--- src/rtl/prbs_pkg.sv ---
// PRBS-31 (x^31 + x^28 + 1) constants and the multi-bit advance
// function shared by the generator and the checker side.
package prbs_pkg;

   localparam int unsigned PRBS31_TAP_A = 30;
   localparam int unsigned PRBS31_TAP_B = 27;
   localparam logic [30:0] PRBS31_SAFE_SEED = 31'h1;

   // Returns {next_state[30:0], bits[63:0]}; bits[0] is generated first.
   function automatic logic [94:0] prbs31_advance(
      input logic [30:0] state,
      input int unsigned nbits
   );
      logic [30:0] s;
      logic [63:0] bits;
      logic        nb;
      s    = state;
      bits = '0;
      for (int unsigned i = 0; i < 64; i++) begin
         if (i < nbits) begin
            nb      = s[PRBS31_TAP_A] ^ s[PRBS31_TAP_B];
            bits[i] = nb;
            s       = {s[29:0], nb};
         end
      end
      return {s, bits};
   endfunction

endpackage

--- src/rtl/prbs_stream_gen.sv ---
// PRBS-31 AXI4-Stream word source with backpressure, deferred
// reseeding and single-word error injection.
module prbs_stream_gen
   import prbs_pkg::*;
#(
   parameter int unsigned TDATA_WIDTH  = 32,
   parameter logic [30:0] DEFAULT_SEED = 31'h1
) (
   input  logic                   clk,
   input  logic                   reset,
   input  logic                   enable,
   input  logic [30:0]            seed,
   input  logic                   load_seed,
   input  logic                   inject_err,
   output logic [TDATA_WIDTH-1:0] M_AXIS_TDATA,
   output logic                   M_AXIS_TVALID,
   input  logic                   M_AXIS_TREADY,
   output logic [31:0]            word_count,
   output logic                   inject_pending
);

   logic [30:0]            lfsr_q, lfsr_d;
   logic [TDATA_WIDTH-1:0] tdata_q, tdata_d;
   logic                   tvalid_q, tvalid_d;
   logic [31:0]            count_q, count_d;
   logic                   inj_q, inj_d;
   logic                   spend_q, spend_d;
   logic [30:0]            sval_q, sval_d;

   logic [30:0] seed_fix;
   logic [30:0] base;
   logic [94:0] adv;
   logic        hand;
   logic        load;
   logic        unused_adv;

   always_comb begin
      lfsr_d   = lfsr_q;
      tdata_d  = tdata_q;
      tvalid_d = tvalid_q;
      count_d  = count_q;
      inj_d    = inj_q | inject_err;
      spend_d  = spend_q;
      sval_d   = sval_q;
      load     = 1'b0;
      seed_fix = (seed == 31'd0) ? PRBS31_SAFE_SEED : seed;
      hand     = tvalid_q & M_AXIS_TREADY;

      // A reseed while a word is held replaces the advanced state at the hand
      base = lfsr_q;
      if (tvalid_q & load_seed)
         base = seed_fix;
      else if (tvalid_q & spend_q)
         base = sval_q;

      adv        = prbs31_advance(base, TDATA_WIDTH);
      unused_adv = ^adv;

      if (hand) begin
         count_d = count_q + 32'd1;
         spend_d = 1'b0;
         if (enable) begin
            load = 1'b1;
         end else begin
            tvalid_d = 1'b0;
            lfsr_d   = base;
         end
      end else if (tvalid_q) begin
         if (load_seed) begin
            spend_d = 1'b1;
            sval_d  = seed_fix;
         end
      end else if (load_seed) begin
         lfsr_d = seed_fix;
      end else if (enable) begin
         load = 1'b1;
      end

      if (load) begin
         tvalid_d   = 1'b1;
         tdata_d    = adv[TDATA_WIDTH-1:0];
         tdata_d[0] = adv[0] ^ inj_q;
         lfsr_d     = adv[94:64];
         if (inj_q)
            inj_d = inject_err;
      end
   end

   always_ff @(posedge clk or posedge reset) begin
      if (reset) begin
         lfsr_q   <= DEFAULT_SEED;
         tdata_q  <= '0;
         tvalid_q <= 1'b0;
         count_q  <= '0;
         inj_q    <= 1'b0;
         spend_q  <= 1'b0;
         sval_q   <= '0;
      end else begin
         lfsr_q   <= lfsr_d;
         tdata_q  <= tdata_d;
         tvalid_q <= tvalid_d;
         count_q  <= count_d;
         inj_q    <= inj_d;
         spend_q  <= spend_d;
         sval_q   <= sval_d;
      end
   end

   assign M_AXIS_TDATA   = tdata_q;
   assign M_AXIS_TVALID  = tvalid_q;
   assign word_count     = count_q;
   assign inject_pending = inj_q;

endmodule

--- config.mk ---
export PLATFORM = sky130hd
export DESIGN_NAME = prbs_stream_gen
export DESIGN_NICKNAME = d
export VERILOG_FILES = /design/src/rtl/prbs_pkg.sv /design/src/rtl/prbs_stream_gen.sv
export SDC_FILE = /design/constraint.sdc
export NUM_CORES = 1
export LEC_CHECK = 0
export ABC_AREA = 1
export BUFFER_PORTS_ARGS = -buffer_cell sky130_fd_sc_hd__buf_2
export CAP_MARGIN = 15
export CORE_MARGIN = 2
export CORE_UTILIZATION = 35
export CTS_CLUSTER_SIZE = 24
export DETAILED_ROUTE_END_ITERATION = 16
export PLACE_DENSITY_LB_ADDON = 0.2
export SYNTH_ARGS = -nofsm -noshare
export SYNTH_HDL_FRONTEND = slang
export SYNTH_SLANG_ARGS = --single-unit
--- constraint.sdc ---
create_clock -name clk -period 6.6 [get_ports clk]
set_input_delay 1.32 -clock clk [delete_from_list [all_inputs] [get_ports clk]]
set_output_delay 1.32 -clock clk [all_outputs]
set_load 0.03 [all_outputs]
==> qor.csv, run 1 <==
metric;value;unit
status;finished clean;
CTS H-tree depth;4;
GRT Total Usage;19.3;%
vias per cell;4.82;
area delta synth->final;18.3;%
Post-Layout Cell Count;1265;
critical path endpoint category;flop;
Crit path largest cell delay;0.65;ns
worst ir drop on vdd;0.000220;V
Crit path top cell by count;inv_2;
Worst R2R Setup Slack;2.88;ns
Reg2Reg Depth;10;
pin count of the biggest net entering global routing;73;
Async SR Flop Fraction;100;%
mapped cell area;6920;um^2
LEAKAGE;4.22;nW
worst hold path depth;2;
hold slack;0.466;ns
DRC Markers;0;
crit path launch;M_AXIS_TREADY;
Avg Cell Area, Syn;7.64;um^2
Routed Antenna Nets;0;
Worst-Skew Late Latency;0.43;ns
area leader, netlist;dfrtp_1;
Crit path max-delay family;buffers and inverters;
Num CTS Buffers;17;
Port Buffer Count;102;
global route total overflow;0;
Syn Inst Count;906;
FP Rows;51;
post-cts sizing count;0;
post-synthesis register bit count;129;
# Post-CTS Setup Buffers;0;
hold worst-path end;lfsr_q[0];
top cells by count, synth;nand2_1 (260), dfrtp_1 (128), nor2_1 (84), inv_1 (82), o21ai_0 (53);
vias in the first global route;5724;
vias;6095;
cell-by-cell trace of the critical path;buf_2, nand2_4, inv_2, nand2_1, nand2_2, inv_2, a31oi_4, buf_4, nor2_1, a31oi_1;
max-cap violations;0;
final worst path period need;4.05;ns
root buf cell;clkbuf_16;
sequential area share after synthesis;46.6;%
EDFF count, synth;0;
hold_buf cts;0;
CP required;6.94;ns
count of final hold-check violations;0;
WL/cell;15.2;um
WL final;19200;um
DR iter-0 viols;427;
r2r startpoint;M_AXIS_TVALID;
setup_tns;0;ns
DP HPWL;12800;um
Nets;1026;
Horiz. Die Dim;145;um
Synth Warn #;0;
Cell Pwr Density;420;nW/um^2
Arr. time, crit path;4.40;ns
critical path fanouts, max;42;
Clock Tree Buf Depth;2;
clk_skew;0.00728;ns
Die Ht;145;um
Final Max Tran Viols;0;
diodes inserted;0;
Startpoint Class;input port;
Hold Path Class;flop to flop;
main flop type after synthesis;dfrtp_1;
CP Buf/Inv Count;4;
relative slew slack;36.3;%
Yosys top cell area share;46.3;%
FF-to-FF End;lfsr_q[21];
initial antenna violation count;0;
GP Congestion;0.806;
Placeable Area;19500;um^2
Slew @ Worst Pin;0.956;ns
RSZ-0062 raised after global routing;no;
# IOs;103;
total die area;20900;um^2
first-pass GRT wire length;30800;um
fmax;247;MHz
drt pass-1 iters;5;
WS Path Type;input port to flop;
synth top area cells;dfrtp_1 (46%), nand2_1 (14%), nor2_1 (4.6%);
Crit-path slowest cell;inv_2;
DP Cell Count;1234;
hold path start;lfsr_q[0];
setup violators final;0;
Initial Utilization;35.6;%
CTS sink count;129;
CTS tree;yes;
Syn Nets;944;
share of cells above drive strength 1;17.0;%
crit share post-route;61.4;%
Reg clk slew, reported paths;0.06;ns
count leader, synth;nand2_1;
post-synthesis cell type count;40;
==> power by group <==
| group | internal [mW] | switching, mW | total (mW) |
|---|---|---|---|
| Clock | 0.668 | 0.360 | 1.03 |
| Sequential | 1.05 | 0.161 | 1.21 |
| Combinational | 0.361 | 0.847 | 1.21 |
==> state kept, by name (all words and copies together), names as in the netlist <==
| signal | cells |
|---|---|
| spend_q | 1 |
| inject_pending | 1 |
| M_AXIS_TVALID | 1 |
| lfsr_q | 31 |
| word_count | 32 |
| M_AXIS_TDATA | 32 |
| sval_q | 31 |
==> metal layers <==
layer | share of wire [%] | vias to the layer above | GRT usage (%)
li1 | - | 3100 | -
met1 | 47 | 2826 | 26.7
met2 | 46 | 147 | 29.7
met3 | 5.5 | 22 | 5.03
met4 | 1.9 | 0 | 5.83
met5 | 0 | - | 0
==> kinds of logic after synthesis <==
family / share of synthesized area [%]
AOI/OAI and AO/OA: 15.9
xor gates and xnor gates: 4.17
adders and majority gates: 0.181
buffers and inverters: 8.64
DFF: 46.6
and+or+nand+nor: 24.5
==> worst max-delay path by stage <==
| stage | cells past startpoint | to | slack [ns] |
|---|---|---|---|
| 2_1_floorplan | 1 | M_AXIS_TDATA[0] | 1.84 |
| 4_1_cts | 10 | lfsr_q[21] | 2.58 |
| 3_3_place_gp | 10 | lfsr_q[12] | 2.24 |
| 6_report | 10 | lfsr_q[21] | 2.55 |
| 5_1_grt | 10 | lfsr_q[30] | 2.30 |
| 3_5_place_dp | 10 | lfsr_q[21] | 2.14 |
==> tightest hold or removal path: cells and delay by family, from the launching register on <==
family           cells  cell delay, ns
DFF                  1            0.37
and+or+nand+nor      2            0.10
==> metrics by stage <==
step | cell area, um^2 | setup WS (ns) | util [%] | power (mW)
after CTS | 8190 | 2.58 | 42.1 | 3.47
after global routing | 8190 | 2.30 | 42.1 | 3.68
after global placement | 7550 | 2.24 | 38.8 | 2.42
final | 8190 | 2.55 | 42.1 | 3.44
after floorplan | 6920 | 1.84 | - | 2.10
after detailed placement | 7550 | 2.14 | 38.8 | 2.43
==> cell usage in the layout (no fill, tap or decap), drive strengths merged <==
cell type	count
o211ai	18
a21oi	49
nand3	38
clkbuf	21
clkinv	6
or2	1
o21ai	104
a31oi	21
nor2	89
clkinvlp	1
dfstp	1
nor3	4
bufinv	4
dfrtp	128
nand2	267
a21o	1
o21bai	2
o22ai	2
nor4	2
xnor2	13
inv	92
xor2	20
and3	1
buf	106
ha	1
nand4	6
nand3b	2
==> layout make-up <==
class / count / area (um^2)
repair buffers: 106 / 541
inverters: 93 / 355
clock buffers: 21 / 480
clock inverters: 10 / 156
fillers: 2035 / 11300
flip-flops and latches: 129 / 3230
well taps: 265 / 332
multi-input cells: 641 / 3100
No activity file was read; power rests on OpenSTA's default activity.
==> run 2, diff against run 1 <==
==> constraint.sdc (replaced) <==
create_clock -name clk -period 4.23 [get_ports clk]
set_input_delay 0.846 -clock clk [delete_from_list [all_inputs] [get_ports clk]]
set_output_delay 0.846 -clock clk [all_outputs]
set_load 0.03 [all_outputs]
==> qor.csv, run 2 (same netlist as run 1, synthesis figures left out) <==
metric;value;unit
Gate power share;34.4;%
Placeable Area;19500;um^2
DR iter-0 viols;369;
Nets;1031;
LEAKAGE;4.25;nW
hold worst-path end;word_count[31];
initial antenna violation count;0;
Reg area;3230;um^2
FF-to-FF End;sval_q[12];
hold slack;0.463;ns
setup ws final;1.74;ns
vias in the first global route;5674;
global route total overflow;0;
fill count;2037;
Initial Utilization;35.6;%
Port Buffer Count;102;
setup_tns;0;ns
total power;5.46;mW
Placed Area;7600;um^2
Num CTS Buffers;17;
total die area;20900;um^2
P_sw;2.14;mW
count of final hold-check violations;0;
CP required;4.49;ns
DRC Markers;0;
GRT Total Usage;19.1;%
DP Cell Count;1239;
Flop pwr share;34.4;%
Reg clk slew, reported paths;0.06;ns
RSZ-0062 raised after global routing;no;
post-cts sizing count;0;
clock power share;31.1;%
CTS H-tree depth;4;
pin count of the biggest net entering global routing;60;
commonest non-fill, non-tap cells in the layout;nand2_1 (260), dfrtp_1 (128), buf_2 (102);
Worst R2R Setup Slack;1.74;ns
hold_buf cts;0;
fin util;42.5;%
clk_skew;0.0125;ns
fmax;401;MHz
crit share post-route;59.0;%
most common cell after layout, fill and taps aside;nand2_1;
WS Path Type;flop to flop;
Die Ht;145;um
Reg2Reg Depth;8;
final instance area;8280;um^2
DP HPWL;12700;um
Hold Path Class;flop to flop;
multi-input logic area;3100;um^2
worst ir drop on vdd;0.000310;V
WL/cell;14.9;um
Startpoint Class;flop;
relative slew slack;39.2;%
CTS tree;yes;
Internal Power;3.33;mW
CTS sink count;129;
status;finished clean;
hold path start;word_count[31];
Slew @ Worst Pin;0.912;ns
critical path endpoint category;flop;
vias per cell;4.82;
Cell Pwr Density;660;nW/um^2
Post-Layout Cell Count;1272;
Arr. time, crit path;2.76;ns
Horiz. Die Dim;145;um
first-pass GRT wire length;30800;um
worst hold path depth;1;
# IOs;103;
final worst path period need;2.49;ns
drt pass-1 iters;5;
root buf cell;clkbuf_16;
area delta synth->final;19.6;%
# Post-CTS Setup Buffers;0;
FP Rows;51;
max-cap violations;0;
critical path fanouts, max;49;
Final Max Tran Viols;0;
switching share of power;39.1;%
Routed Antenna Nets;0;
share of cells above drive strength 1;17.4;%
GP Congestion;0.804;
Worst-Skew Late Latency;0.42;ns
WL final;19000;um
Clock Tree Buf Depth;2;
vias;6130;
r2r startpoint;M_AXIS_TVALID;
Place WS;1.35;ns
setup violators final;0;
run 2: cell types whose count changed in the layout (fill, tap and decap cells not counted), sizes merged:
cell	previous run	this run
bufinv	4	6
clkbuf	21	19
buf	106	111
inv	92	93
clkinvlp	1	3
clkinv	6	4
diode	0	1
run 2: power groups by stage:
stage          Clock, mW  Sequential (mW)  Combinational, mW
2_1_floorplan          0             2.18               1.09
3_3_place_gp           0             1.90               1.87
3_5_place_dp           0             1.90               1.89
4_1_cts             1.73             1.88               1.90
5_1_grt             1.79             1.93               2.11
6_report            1.70             1.88               1.88
run 2: area by class of cell:
class / instances / area share [%]
flip-flops and latches: 129 / 39.0
multi-input cells: 641 / 37.4
repair buffers: 111 / 7.13
clock buffers: 19 / 5.35
inverters: 93 / 4.28
well taps: 265 / 4.01
clock inverters: 13 / 2.80
diodes: 1 / 0.0302
run 2: worst max-delay path by stage:
stage                  start         endpoint  slack, ns  cells after the start
6_report       M_AXIS_TVALID       sval_q[12]       1.74                      8
3_3_place_gp       load_seed        lfsr_q[3]       1.41                      9
2_1_floorplan          reset  M_AXIS_TDATA[0]       1.79                      1
4_1_cts        M_AXIS_TVALID       sval_q[18]       1.72                      8
3_5_place_dp       load_seed        lfsr_q[3]       1.35                      9
5_1_grt        M_AXIS_TVALID       sval_q[16]       1.49                      8
run 2: worst max-delay path, stage by stage (launching register included):
cell and delay, ns:
dfrtp_1 0.38, buf_4 0.34, nand2_4 0.08, inv_2 0.06, buf_4 0.40, nor2_1 0.07, buf_4 0.20, inv_2 0.60
o21ai_0 0.18
run 2: routing by layer:
metal  vias up  track usage [%]  wire length (um)
met3        17             4.64               968
li1       3113                -                 -
met4         0             4.29               206
met1      2864             27.1              9230
met5         -                0                 0
met2       136             29.7              8600
==> run 3, diff against run 2 <==
==> constraint.sdc (replaced) <==
create_clock -name clk -period 2.5 [get_ports clk]
set_input_delay 0.5 -clock clk [delete_from_list [all_inputs] [get_ports clk]]
set_output_delay 0.5 -clock clk [all_outputs]
set_load 0.03 [all_outputs]
==> qor.csv, run 3 (same netlist as run 1, synthesis figures left out) <==
metric;value;unit
status;finished clean;
Slew @ Worst Pin;0.478;ns
switching share of power;41.4;%
Reg clk slew, reported paths;0.06;ns
Post-Layout Cell Count;1283;
setup violators final;0;
# IOs;103;
WS Path Type;flop to flop;
crit share post-route;86.8;%
fill count;2037;
FF-to-FF End;lfsr_q[2];
setup_tns;0;ns
critical path endpoint category;flop;
Crit path largest cell delay;0.50;ns
Post-Route M1 WL;9150;um
vias;6215;
CTS H-tree depth;4;
P_sw;3.64;mW
r2r startpoint;M_AXIS_TVALID;
count of final hold-check violations;0;
DP Cell Count;1250;
DRC Markers;0;
metal3 WL;1010;um
Hold Path Class;input port to async pin;
Routed Antenna Nets;0;
fmax;461;MHz
DR iter-0 viols;409;
hold_buf cts;0;
Cell Pwr Density;1060;nW/um^2
WL met2;8730;um
Num CTS Buffers;17;
root buf cell;clkbuf_16;
worst ir drop on vdd;0.000567;V
Flop pwr share;36.2;%
RSZ-0062 raised after global routing;no;
final worst path period need;2.17;ns
area delta synth->final;19.5;%
cell-by-cell trace of the critical path;buf_4, nand2_8, nand2_1, nand2_1, a21oi_1, nand3b_1, nand3_1, a21oi_1;
initial antenna violation count;1;
Nets;1042;
CTS tree;yes;
commonest non-fill, non-tap cells in the layout;nand2_1 (260), dfrtp_1 (128), buf_2 (102);
DP HPWL;13500;um
Port Buffer Count;102;
Arr. time, crit path;2.53;ns
LEAKAGE;4.25;nW
clk_skew;0.00837;ns
GRT Total Usage;19.7;%
vias per cell;4.84;
fin util;42.5;%
Internal Power;5.16;mW
WL/cell;15.0;um
CTS sink count;129;
Worst R2R Setup Slack;0.33;ns
Horiz. Die Dim;145;um
Initial Utilization;35.6;%
CP required;2.86;ns
pin count of the biggest net entering global routing;52;
FP Rows;51;
global route total overflow;0;
Gate power share;36.8;%
# Post-CTS Setup Buffers;0;
most common cell after layout, fill and taps aside;nand2_1;
hold slack;0.0453;ns
share of cells above drive strength 1;18.2;%
Placeable Area;19500;um^2
Reg2Reg Depth;8;
relative slew slack;68.1;%
GP Congestion;0.827;
first-pass GRT wire length;31500;um
Crit-path slowest cell;dfrtp_1;
top layer in use;met4;
post-cts sizing count;0;
clock power share;27.0;%
vias in the first global route;5866;
Clock Tree Buf Depth;2;
critical path fanouts, max;45;
drt pass-1 iters;5;
WL final;19200;um
max-cap violations;0;
Startpoint Class;flop;
total die area;20900;um^2
Worst-Skew Late Latency;0.43;ns
Final Max Tran Viols;0;
Die Ht;145;um
[run 3: cell types whose count changed in the layout (fill, tap and decap cells not counted)]
cell | previous run | this run
buf_4 | 8 | 17
inv_6 | 2 | 0
clkinv_4 | 1 | 5
diode_2 | 1 | 2
bufinv_16 | 6 | 1
buf_12 | 1 | 3
clkinvlp_4 | 3 | 5
[run 3: worst max-delay path by stage]
stage	depth (start not counted)	end	start	slack [ns]
final	8	lfsr_q[2]	M_AXIS_TVALID	0.33
after global routing	8	lfsr_q[2]	M_AXIS_TVALID	0.17
after CTS	8	lfsr_q[2]	M_AXIS_TVALID	0.28
after detailed placement	8	lfsr_q[2]	M_AXIS_TVALID	0.30
after global placement	8	lfsr_q[2]	M_AXIS_TVALID	0.32
after floorplan	1	M_AXIS_TDATA[0]	reset	0.41
[run 3: cell type report]
cell class / instances / area [um^2] / area share [%]
inverters: 93 / 354 / 4.28
repair buffers: 122 / 698 / 8.44
clock buffers: 19 / 443 / 5.36
diodes: 2 / 5.00 / 0.0605
flip-flops and latches: 129 / 3230 / 39.0
multi-input cells: 641 / 3100 / 37.4
well taps: 265 / 332 / 4.01
clock inverters: 12 / 114 / 1.38
[run 3: power groups by stage]
stage / Sequential (mW) / Clock [mW] / Combinational [mW]
after floorplan: 3.70 / 0 / 1.84
after global placement: 3.21 / 0 / 3.23
final: 3.18 / 2.38 / 3.23
after global routing: 3.26 / 2.50 / 3.64
after CTS: 3.19 / 2.41 / 3.27
after detailed placement: 3.21 / 0 / 3.25
[run 3: worst max-delay path, delay by kind of cell (launching register included)]
family	cells	cell delay [ns]
AND/OR/NAND/NOR	5	0.74
AO/OA/AOI/OAI	2	0.53
flip-flops	1	0.50
buffers and inverters	1	0.32
[run 3: layer usage]
layer,global-route usage (%),vias to the layer above
met4,5.26,0
li1,-,3132
met3,5.17,22
met1,27.1,2905
met2,30.8,156
met5,0,-
[run 3: through the flow]
step	worst slack [ns]	power [mW]	area, um^2
2_1_floorplan	0.406	5.54	6930
3_3_place_gp	0.321	6.44	7710
3_5_place_dp	0.298	6.46	7710
4_1_cts	0.283	8.87	8270
5_1_grt	0.170	9.40	8270
6_report	0.331	8.79	8270
